==> src/rtl/reg_sel_pkg.sv <==
`default_nettype none
// ============================================================================
//  Module   : reg_sel_pkg
//  Brief    : Shared sizing constants and FSM state type for reg_select_decoder
//  Revision : 1.0 - initial release
// ============================================================================
package reg_sel_pkg;

    localparam int ADDR_W = 5;
    localparam int N_OUT  = 1 << ADDR_W;

    typedef enum logic [0:0] {
        IDLE  = 1'b0,
        SWEEP = 1'b1
    } state_t;

endpackage
`default_nettype wire

==> src/rtl/onehot_decode.sv <==
`default_nettype none
// ============================================================================
//  Module   : onehot_decode
//  Brief    : Combinational binary-to-one-hot decoder with enable
//  Revision : 1.0 - initial release
// ============================================================================
module onehot_decode #(
    parameter int ADDR_W = 5,
    parameter int N_OUT  = 1 << ADDR_W
) (
    input  logic [ADDR_W-1:0] addr,
    input  logic              en,
    output logic [N_OUT-1:0]  onehot
);

    genvar i;
    generate
        for (i = 0; i < N_OUT; i++) begin : g_bit
            assign onehot[i] = en && (addr == ADDR_W'(i));
        end
    endgenerate

endmodule
`default_nettype wire

==> src/rtl/reg_select_decoder.sv <==
`default_nettype none
// ============================================================================
//  Module   : reg_select_decoder
//  Brief    : Registered one-hot register-file write select with clear sweep
//  Revision : 1.0 - initial release
// ============================================================================
module reg_select_decoder #(
    parameter int ADDR_W    = reg_sel_pkg::ADDR_W,
    parameter bit SKIP_ZERO = 1'b1
) (
    input  logic                    clk,
    input  logic                    rst_n,
    input  logic                    wr_valid,
    input  logic [ADDR_W-1:0]       wr_addr,
    output logic                    wr_ready,
    input  logic                    clr_start,
    output logic [(1<<ADDR_W)-1:0]  sel,
    output logic [ADDR_W-1:0]       sel_addr,
    output logic                    sel_valid,
    output logic                    busy,
    output logic                    clr_done
);

    import reg_sel_pkg::state_t;
    import reg_sel_pkg::IDLE;
    import reg_sel_pkg::SWEEP;

    localparam int               N_OUT       = 1 << ADDR_W;
    // idx carries one extra bit so the terminal compare cannot alias
    localparam logic [ADDR_W:0]  c_first_idx = (ADDR_W+1)'(SKIP_ZERO);
    localparam logic [ADDR_W:0]  c_last_idx  = (ADDR_W+1)'(N_OUT - 1);
    localparam logic [ADDR_W:0]  c_idx_one   = (ADDR_W+1)'(1);

    state_t             r_state;
    state_t             w_state_next;
    logic [ADDR_W:0]    r_idx;
    logic [ADDR_W:0]    w_idx_next;
    logic               w_clr_done_next;
    logic               w_sweep_next;
    logic               w_wr_fire;
    logic               w_wr_drop;
    logic [ADDR_W-1:0]  w_dec_addr;
    logic               w_dec_en;
    logic [N_OUT-1:0]   w_dec_sel;
    logic [ADDR_W-1:0]  w_sel_addr_next;
    logic               w_sel_valid_next;

    logic [N_OUT-1:0]   r_sel;
    logic [ADDR_W-1:0]  r_sel_addr;
    logic               r_sel_valid;
    logic               r_busy;
    logic               r_clr_done;

    // Gated by rst_n so nothing appears accepted while the block is held in reset
    assign wr_ready  = rst_n & (r_state == IDLE) & ~clr_start;
    assign w_wr_fire = wr_valid & wr_ready;
    assign w_wr_drop = SKIP_ZERO && (wr_addr == '0);

    always_comb begin
        w_state_next    = r_state;
        w_idx_next      = r_idx;
        w_clr_done_next = 1'b0;
        case (r_state)
            IDLE: begin
                if (clr_start) begin
                    w_state_next = SWEEP;
                    w_idx_next   = c_first_idx;
                end
            end
            SWEEP: begin
                if (r_idx == c_last_idx) begin
                    w_state_next    = IDLE;
                    w_clr_done_next = 1'b1;
                end else begin
                    w_idx_next = r_idx + c_idx_one;
                end
            end
            default: begin
                w_state_next = IDLE;
            end
        endcase
    end

    // Output registers are loaded with the select for the index about to be held
    assign w_sweep_next     = (w_state_next == SWEEP);
    assign w_dec_addr       = w_sweep_next ? w_idx_next[ADDR_W-1:0] : wr_addr;
    assign w_dec_en         = w_sweep_next | (w_wr_fire & ~w_wr_drop);
    assign w_sel_addr_next  = w_dec_en ? w_dec_addr : '0;
    assign w_sel_valid_next = w_sweep_next | w_wr_fire;

    onehot_decode #(
        .ADDR_W (ADDR_W),
        .N_OUT  (N_OUT)
    ) u_decode (
        .addr   (w_dec_addr),
        .en     (w_dec_en),
        .onehot (w_dec_sel)
    );

    always_ff @(posedge clk or negedge rst_n) begin
        if (!rst_n) begin
            r_state     <= IDLE;
            r_idx       <= '0;
            r_sel       <= '0;
            r_sel_addr  <= '0;
            r_sel_valid <= 1'b0;
            r_busy      <= 1'b0;
            r_clr_done  <= 1'b0;
        end else begin
            r_state     <= w_state_next;
            r_idx       <= w_idx_next;
            r_sel       <= w_dec_sel;
            r_sel_addr  <= w_sel_addr_next;
            r_sel_valid <= w_sel_valid_next;
            r_busy      <= w_sweep_next;
            r_clr_done  <= w_clr_done_next;
        end
    end

    assign sel       = r_sel;
    assign sel_addr  = r_sel_addr;
    assign sel_valid = r_sel_valid;
    assign busy      = r_busy;
    assign clr_done  = r_clr_done;

endmodule
`default_nettype wire

==> config.mk <==
export PLATFORM = sky130hd
export DESIGN_NAME = reg_select_decoder
export DESIGN_NICKNAME = d
export VERILOG_FILES = /design/src/rtl/reg_sel_pkg.sv /design/src/rtl/onehot_decode.sv /design/src/rtl/reg_select_decoder.sv
export SDC_FILE = /design/constraint.sdc
export NUM_CORES = 1
export LEC_CHECK = 0
export CAP_MARGIN = 20
export CORE_MARGIN = 2
export CORE_UTILIZATION = 48
export DETAILED_ROUTE_END_ITERATION = 7
export HOLD_SLACK_MARGIN = 0.15
export MAX_ROUTING_LAYER = met4
export PLACE_DENSITY = 0.79
export SETUP_SLACK_MARGIN = 0.15
export SLEW_MARGIN = 20
export SYNTH_ARGS = -nofsm -noshare
export SYNTH_HDL_FRONTEND = slang
export SYNTH_SLANG_ARGS = --single-unit
==> constraint.sdc <==
create_clock -name clk -period 1.9 [get_ports clk]
set_input_delay 0.475 -clock clk [delete_from_list [all_inputs] [get_ports clk]]
set_output_delay 0.475 -clock clk [all_outputs]
set_load 0.005 [all_outputs]
==> reports/qor.txt, run 1 <==
Hold slack: 0.166 ns
Final Max Tran Viols: 0
H-tree Lvls: 2
Gpl congestion: 0.953
Final worst path period need: 1.84 ns
First-pass GRT wire length: 7.50 mm
Number of core rows: 23
Data arrival, critical path: 2.06 ns
Post-route DRC violation count: 0
Vias per cell: 5.28
Clk buf depth: 2
Initial Util: 0.494
Critical path fanouts, max: 5
CTS tree: yes
Largest family of logic cells by synthesized area: simple AND/OR/NAND/NOR gates
Total global routing overflow: 0
Antenna violations before repair: 0
Post-synthesis cell area: 1950 sq um
Total global routing track utilization: 0.241
Overall Power: 0.00567 W
Clk root buf: clkbuf_8
Synth Area in Adders: 0.00643
Diode count: 0
Post-synth top area share: 0.591
Final setup vio count: 0
Most frequent cells in the layout: 44 x dfrtp_1, 44 x clkdlybuf4s50_1, 34 x buf_4
RSZ-0062 raised after global routing: yes
Largest net degree at the start of global routing: 37
Worst Tran Pin Value: 0.431 ns
Post-synthesis xor/xnor area fraction: 0.0180
Final Hold Fails: 0
Die Span Y: 67.7 um
Antenna Violating Nets Remaining: 0
Met1 global-route usage: 0.277
Worst-skew pair later-pin latency: 0.30 ns
Final core occ: 0.765
Main synth FF type: dfrtp_1
PD cells: 1880 nW/um^2
Detailed Route WL: 5.15 mm
Syn nets: 176
GRT met3 Usage: 0.0483
WP data required: 2.12 ns
Avg Synthesized Cell Area: 11.7 sq um
Synth-to-layout area growth: 54.9%
Crit share post-route: 0.967
Nets@finish: 265
DRT Pass-1 Iters: 4
Ys Warns: 0
# fillers: 258
Seq cells post-synth: 46
WL/cell: 16.8 um
Biggest area consumer among synthesized cells: dfrtp_1
Synth Instances: 166
Io pins: 50
Final TNS setup: 0 ns
CTS buffer count: 5
Reg clk slew, reported paths: 0.09 ns
Worst Skew: 0.0102 ns
# clock sinks: 46
Sequential area share after synthesis: 0.591
Ys async rst share: 1.00
Peak-usage layer in the global routing report: met2
Max-cap viol count: 0
Placeable Area: 3940 sq um
Mux contribution to synthesized area: 0.00771
Met2 Track Usage GR: 0.404
Startpoint type of the worst setup path: register
Worst IR drop on VDD: 0.957 mV
Fraction of the mapped netlist area in compound gates: 0.118
Slew HR: 0.713
Outcome: finished, final reports clean
Vias in the first global route: 1515
Worst min-delay path class: in -> async
WS Path Type: reg -> reg
Post-detail-place hpwl: 3.49 mm
Reg2reg setup slack: 0.06 ns
Fmax: 544 MHz
Synth unique cells: 43
Layout cell share with drive strength beyond 1: 0.395
P_leak: 1.32 nW
Die Footprint: 4580 sq um
DIE WIDTH: 67.7 um
Port bufs: 49
Post-synthesis simple-gate area fraction: 0.219
CP Capture Type: register
Synth top area cells: dfrtp_1 59%, nor2_1 5.8%, buf_6 2.9%, nor3_1 2.8%, nand2_1 2.3%
Number of synthesized flops with an enable pin: 0
Vias: 1615
Detailed router's first-iteration violation count: 115
[synth_stat cells (all sizes together), types with 2 or more instances]
master,count
and2,3
nand2,16
dfrtp,46
o21ai,5
a31o,2
or2,2
a21oi,5
a221o,2
inv,3
nand3,6
nand2b,3
and3,2
xor2,2
xnor2,2
nor3,11
buf,7
nor2,31
[kinds of logic after synthesis]
group                    count (synthesis)
AND/OR/NAND/NOR                         81
flip-flops                              46
AO/OA/AOI/OAI                           23
buffers and inverters                   10
XOR/XNOR                                 4
multiplexers                             1
adder cells (fa/ha/maj)                  1
[path summary, 6_finish.rpt]
kind | from | end | cells after the start
worst max-delay path | r_idx[0] | sel[16] | 8
worst min-delay path | rst_n | busy | 2
worst max register to register | r_idx[0] | sel[16] | 8
worst min register to register | r_idx[3] | r_idx[3] | 2
max in group asynchronous | rst_n | sel[7] | 2
min in group clk | r_idx[3] | r_idx[3] | 2
[sequential cells by signal (all words and copies together) (netlist names)]
name,cells
busy,1
clr_done,1
sel_valid,1
sel,32
r_idx,6
sel_addr,5
[layout make-up]
type / count / area [sq um] / share of cell area
inverter: 3 / 15.0 / 0.00498
clock inverter: 2 / 37.5 / 0.0124
sequential: 46 / 1150 / 0.383
tap: 50 / 62.6 / 0.0207
multi-input combinational: 110 / 871 / 0.289
timing repair buffer: 89 / 803 / 0.266
clock buffer: 6 / 72.6 / 0.0241
[per-stage QoR]
stage	area [sq um]	worst slack, ns	instances
after detailed placement	2630	-0.444	285
after CTS	2870	0.0814	299
after global placement	2630	-0.329	285
final	3020	0.0633	306
after floorplan	1950	0.186	166
after global routing	3020	0.00937	306
[per-layer routing]
layer | up-vias | part of all wire | routed length [um]
li1 | 747 | - | -
met1 | 789 | 0.39 | 2000
met2 | 64 | 0.53 | 2730
met3 | 15 | 0.049 | 251
met4 | 0 | 0.032 | 167
met5 | - | 0 | 0
[power breakdown]
part | total (W) | internal (W) | switching (W)
registers | 0.00150 | 0.00131 | 0.000187
clock network | 0.000716 | 0.000392 | 0.000323
logic | 0.00345 | 0.00176 | 0.00169
[critical path, cell delays in order (launching register included)]
cell and delay (ns):
dfrtp_1 0.42, ha_4 0.21, xor2_1 0.16, buf_4 0.18
nor3_2 0.19, o2bb2ai_1 0.16, buf_4 0.15, nand3_2 0.14
nor2_1 0.16
[timing repair]
item / CTS / global route
gates resized for setup: 24 / 27
setup buffers: 6 / 7
pin swaps: 8 / 8
setup endpoints to repair: 38 / 33
hold buffers: 0 / 0
Note: power is estimated with default switching activity, not from simulation.
==> run 2, diff against run 1 <==
- MAX_ROUTING_LAYER: met4 -> unset
==> run 2 against run 1 <==
Compared with the run above: critical path type unchanged; routed wire length shrank 7.4%; count of clock-buffer cells in the layout unchanged; register-to-register slack better by 0.05 ns; via count down 2.1%; combinational power grew 1%; critical endpoint is now sel[6]; clock skew decreased by 0.0064 ns; final area about the same.
==> reports/qor.txt, run 2 (same netlist as run 1, synthesis figures left out) <==
Io pins: 50 (unchanged)
Layout cell share with drive strength beyond 1: 0.396 (+0.00147)
Sw Pwr: 0.00219 W (-0.37%)
H-tree Lvls: 2 (unchanged)
Gpl congestion: 0.956 (+0.28%)
Detailed Route WL: 4.77 mm (-7.4%)
Die Footprint: 4580 sq um (unchanged)
RSZ-0062 raised after global routing: yes
DP Worst Slack: -0.356 ns (+0.0880 ns)
CTS buffer count: 5 (unchanged)
Most common cell after layout, fill and taps aside: dfrtp_1
Die Span Y: 67.7 um (unchanged)
P_leak: 1.31 nW (-0.64%)
Nets@finish: 259 (-2.3%)
WL/cell: 15.9 um (-5.5%)
Total global routing overflow: 0 (unchanged)
DIE WIDTH: 67.7 um (unchanged)
Diode count: 0 (unchanged)
Data arrival, critical path: 1.97 ns (-0.09 ns)
Largest net degree at the start of global routing: 37 (unchanged)
Final worst path period need: 1.78 ns (-0.0520 ns)
Outcome: finished, final reports clean
Vias in the first global route: 1475 (-2.6%)
Comb power frac: 0.614 (+0.005)
Initial Util: 0.494 (unchanged)
WS Path Type: reg -> reg
Final setup vio count: 0 (unchanged)
Reg clk slew, reported paths: 0.08 ns (about the same)
Antenna violations before repair: 0 (unchanged)
Non-filler instance count after layout: 300 (-2.0%)
Startpoint type of the worst setup path: register
Max-cap viol count: 0 (unchanged)
Synth-to-layout area growth: 54.8% (about the same)
# hold bufs at CTS: 0 (unchanged)
PD cells: 1890 nW/um^2 (+0.68%)
Port bufs: 49 (unchanged)
First-pass GRT wire length: 7.36 mm (-1.9%)
Worst-skew pair later-pin latency: 0.29 ns (about the same)
Worst R2R Start: r_idx[1]
Number of core rows: 23 (unchanged)
# clock sinks: 46 (unchanged)
Critical path fanouts, max: 7 (+2)
Detailed router's first-iteration violation count: 117 (+1.7%)
Worst IR drop on VDD: 1.01 mV (+5.4%)
Pint: 0.00351 W (+1.2%)
DRT Pass-1 Iters: 4 (unchanged)
Reg2reg setup slack: 0.12 ns (+0.05 ns)
Clock share of power: 0.123 (-0.003)
Part of the power in registers: 0.263 (-0.002)
Post-detail-place hpwl: 3.38 mm (-3.1%)
Fmax: 560 MHz (+2.9%)
Reg2Reg Depth: 6 (-2)
Slew HR: 0.712 (-0.000993)
Placeable Area: 3940 sq um (unchanged)
Worst Skew: 0.00381 ns (-0.00644 ns)
Max FFs per register: 32 (unchanged)
Inst Count DP: 281 (-1.4%)
Net Sw Frac: 0.385 (-0.00375)
Clk root buf: clkbuf_8
Final TNS setup: 0 ns (unchanged)
Most frequent cells in the layout: 44 x dfrtp_1, 42 x clkdlybuf4s50_1, 26 x buf_4
Vias per cell: 5.27 (-0.15%)
Crit share post-route: 0.939 (-0.0274)
Final Max Tran Viols: 0 (unchanged)
Final Worst Setup Slack: 0.115 ns (+0.0520 ns)
CTS tree: yes
Worst min-delay path class: in -> async
Antenna Violating Nets Remaining: 0 (unchanged)
Worst Tran Pin Value: 0.432 ns (+0.00149 ns)
Worst reg2reg endpoint: sel[6]
Clk buf depth: 2 (unchanged)
Post-route DRC violation count: 0 (unchanged)
Total global routing track utilization: 0.222 (-0.0189)
Final Hold Fails: 0 (unchanged)
Final core occ: 0.764 (about the same)
CP Capture Type: register
Vias: 1581 (-2.1%)
WP data required: 2.08 ns (-0.04 ns)
==> run 2: cell types whose count changed in the layout (fill, tap and decap cells not counted), moves of 3 or more <==
cell / change
nand3_2: -3
nor3_2: +3
nand3_4: +3
buf_4: -8
==> run 2: worst max-delay path by stage <==
| stage | from | slack (ns) | to | cells past startpoint |
|---|---|---|---|---|
| CTS | r_idx[1] | 0.09 | sel[21] | 6 |
| floorplan | r_idx[0] | 0.19 | sel[29] | 7 |
| global placement | wr_addr[3] | -0.29 | sel[31] | 6 |
| finish | r_idx[1] | 0.12 | sel[6] | 6 |
| global route | r_idx[1] | 0.05 | sel[1] | 8 |
| detailed placement | wr_addr[3] | -0.36 | sel[31] | 6 |
==> run 2: routing by layer <==
metal | up-vias | wire, um | share of wire | track usage
li1 | 736 | - | - | -
met1 | 772 | 1850 | 0.39 | 0.273
met2 | 62 | 2600 | 0.55 | 0.396
met3 | 11 | 220 | 0.046 | 0.0383
met4 | 0 | 99 | 0.021 | 0.0689
met5 | - | 0 | 0 | 0
==> run 2: layout make-up <==
class                           count  area [sq um]
Clock buffer                        6          72.6
Clock inverter                      2          37.5
Fill cell                         248           930
Inverter                            3          13.8
Multi-Input combinational cell    110           901
Sequential cell                    46          1150
Tap cell                           50          62.6
Timing Repair Buffer               83           772
==> run 2: worst max-delay path, stage by stage, from the launching register on <==
cell	delay, ns
dfrtp_1	0.42
ha_4	0.19
and3b_2	0.28
a21oi_4	0.09
a221o_2	0.49
nand3_4	0.15
nor2_1	0.05
==> run 2: power by group through the flow <==
stage | clock [W] | sequential, W | combinational [W]
floorplan | 0 | 0.00149 | 0.00151
global placement | 0 | 0.00150 | 0.00260
detailed placement | 0 | 0.00151 | 0.00264
CTS | 0.000712 | 0.00149 | 0.00283
global route | 0.000758 | 0.00153 | 0.00376
finish | 0.000698 | 0.00150 | 0.00350
==> run 2: through the flow <==
stage	hold WS [ns]	cell area (sq um)	power [W]
detailed placement	0.484	2600	0.00414
floorplan	0.179	1950	0.00301
global placement	0.471	2600	0.00410
finish	0.179	3010	0.00570
global route	0.185	3010	0.00605
CTS	0.173	2800	0.00504
==> run 2: timing repair <==
action                     CTS  global route
gates cloned                 0             0
setup buffers                4             7
setup endpoints to repair   37            35
gates resized for setup     25            38
pin swaps                    9            24
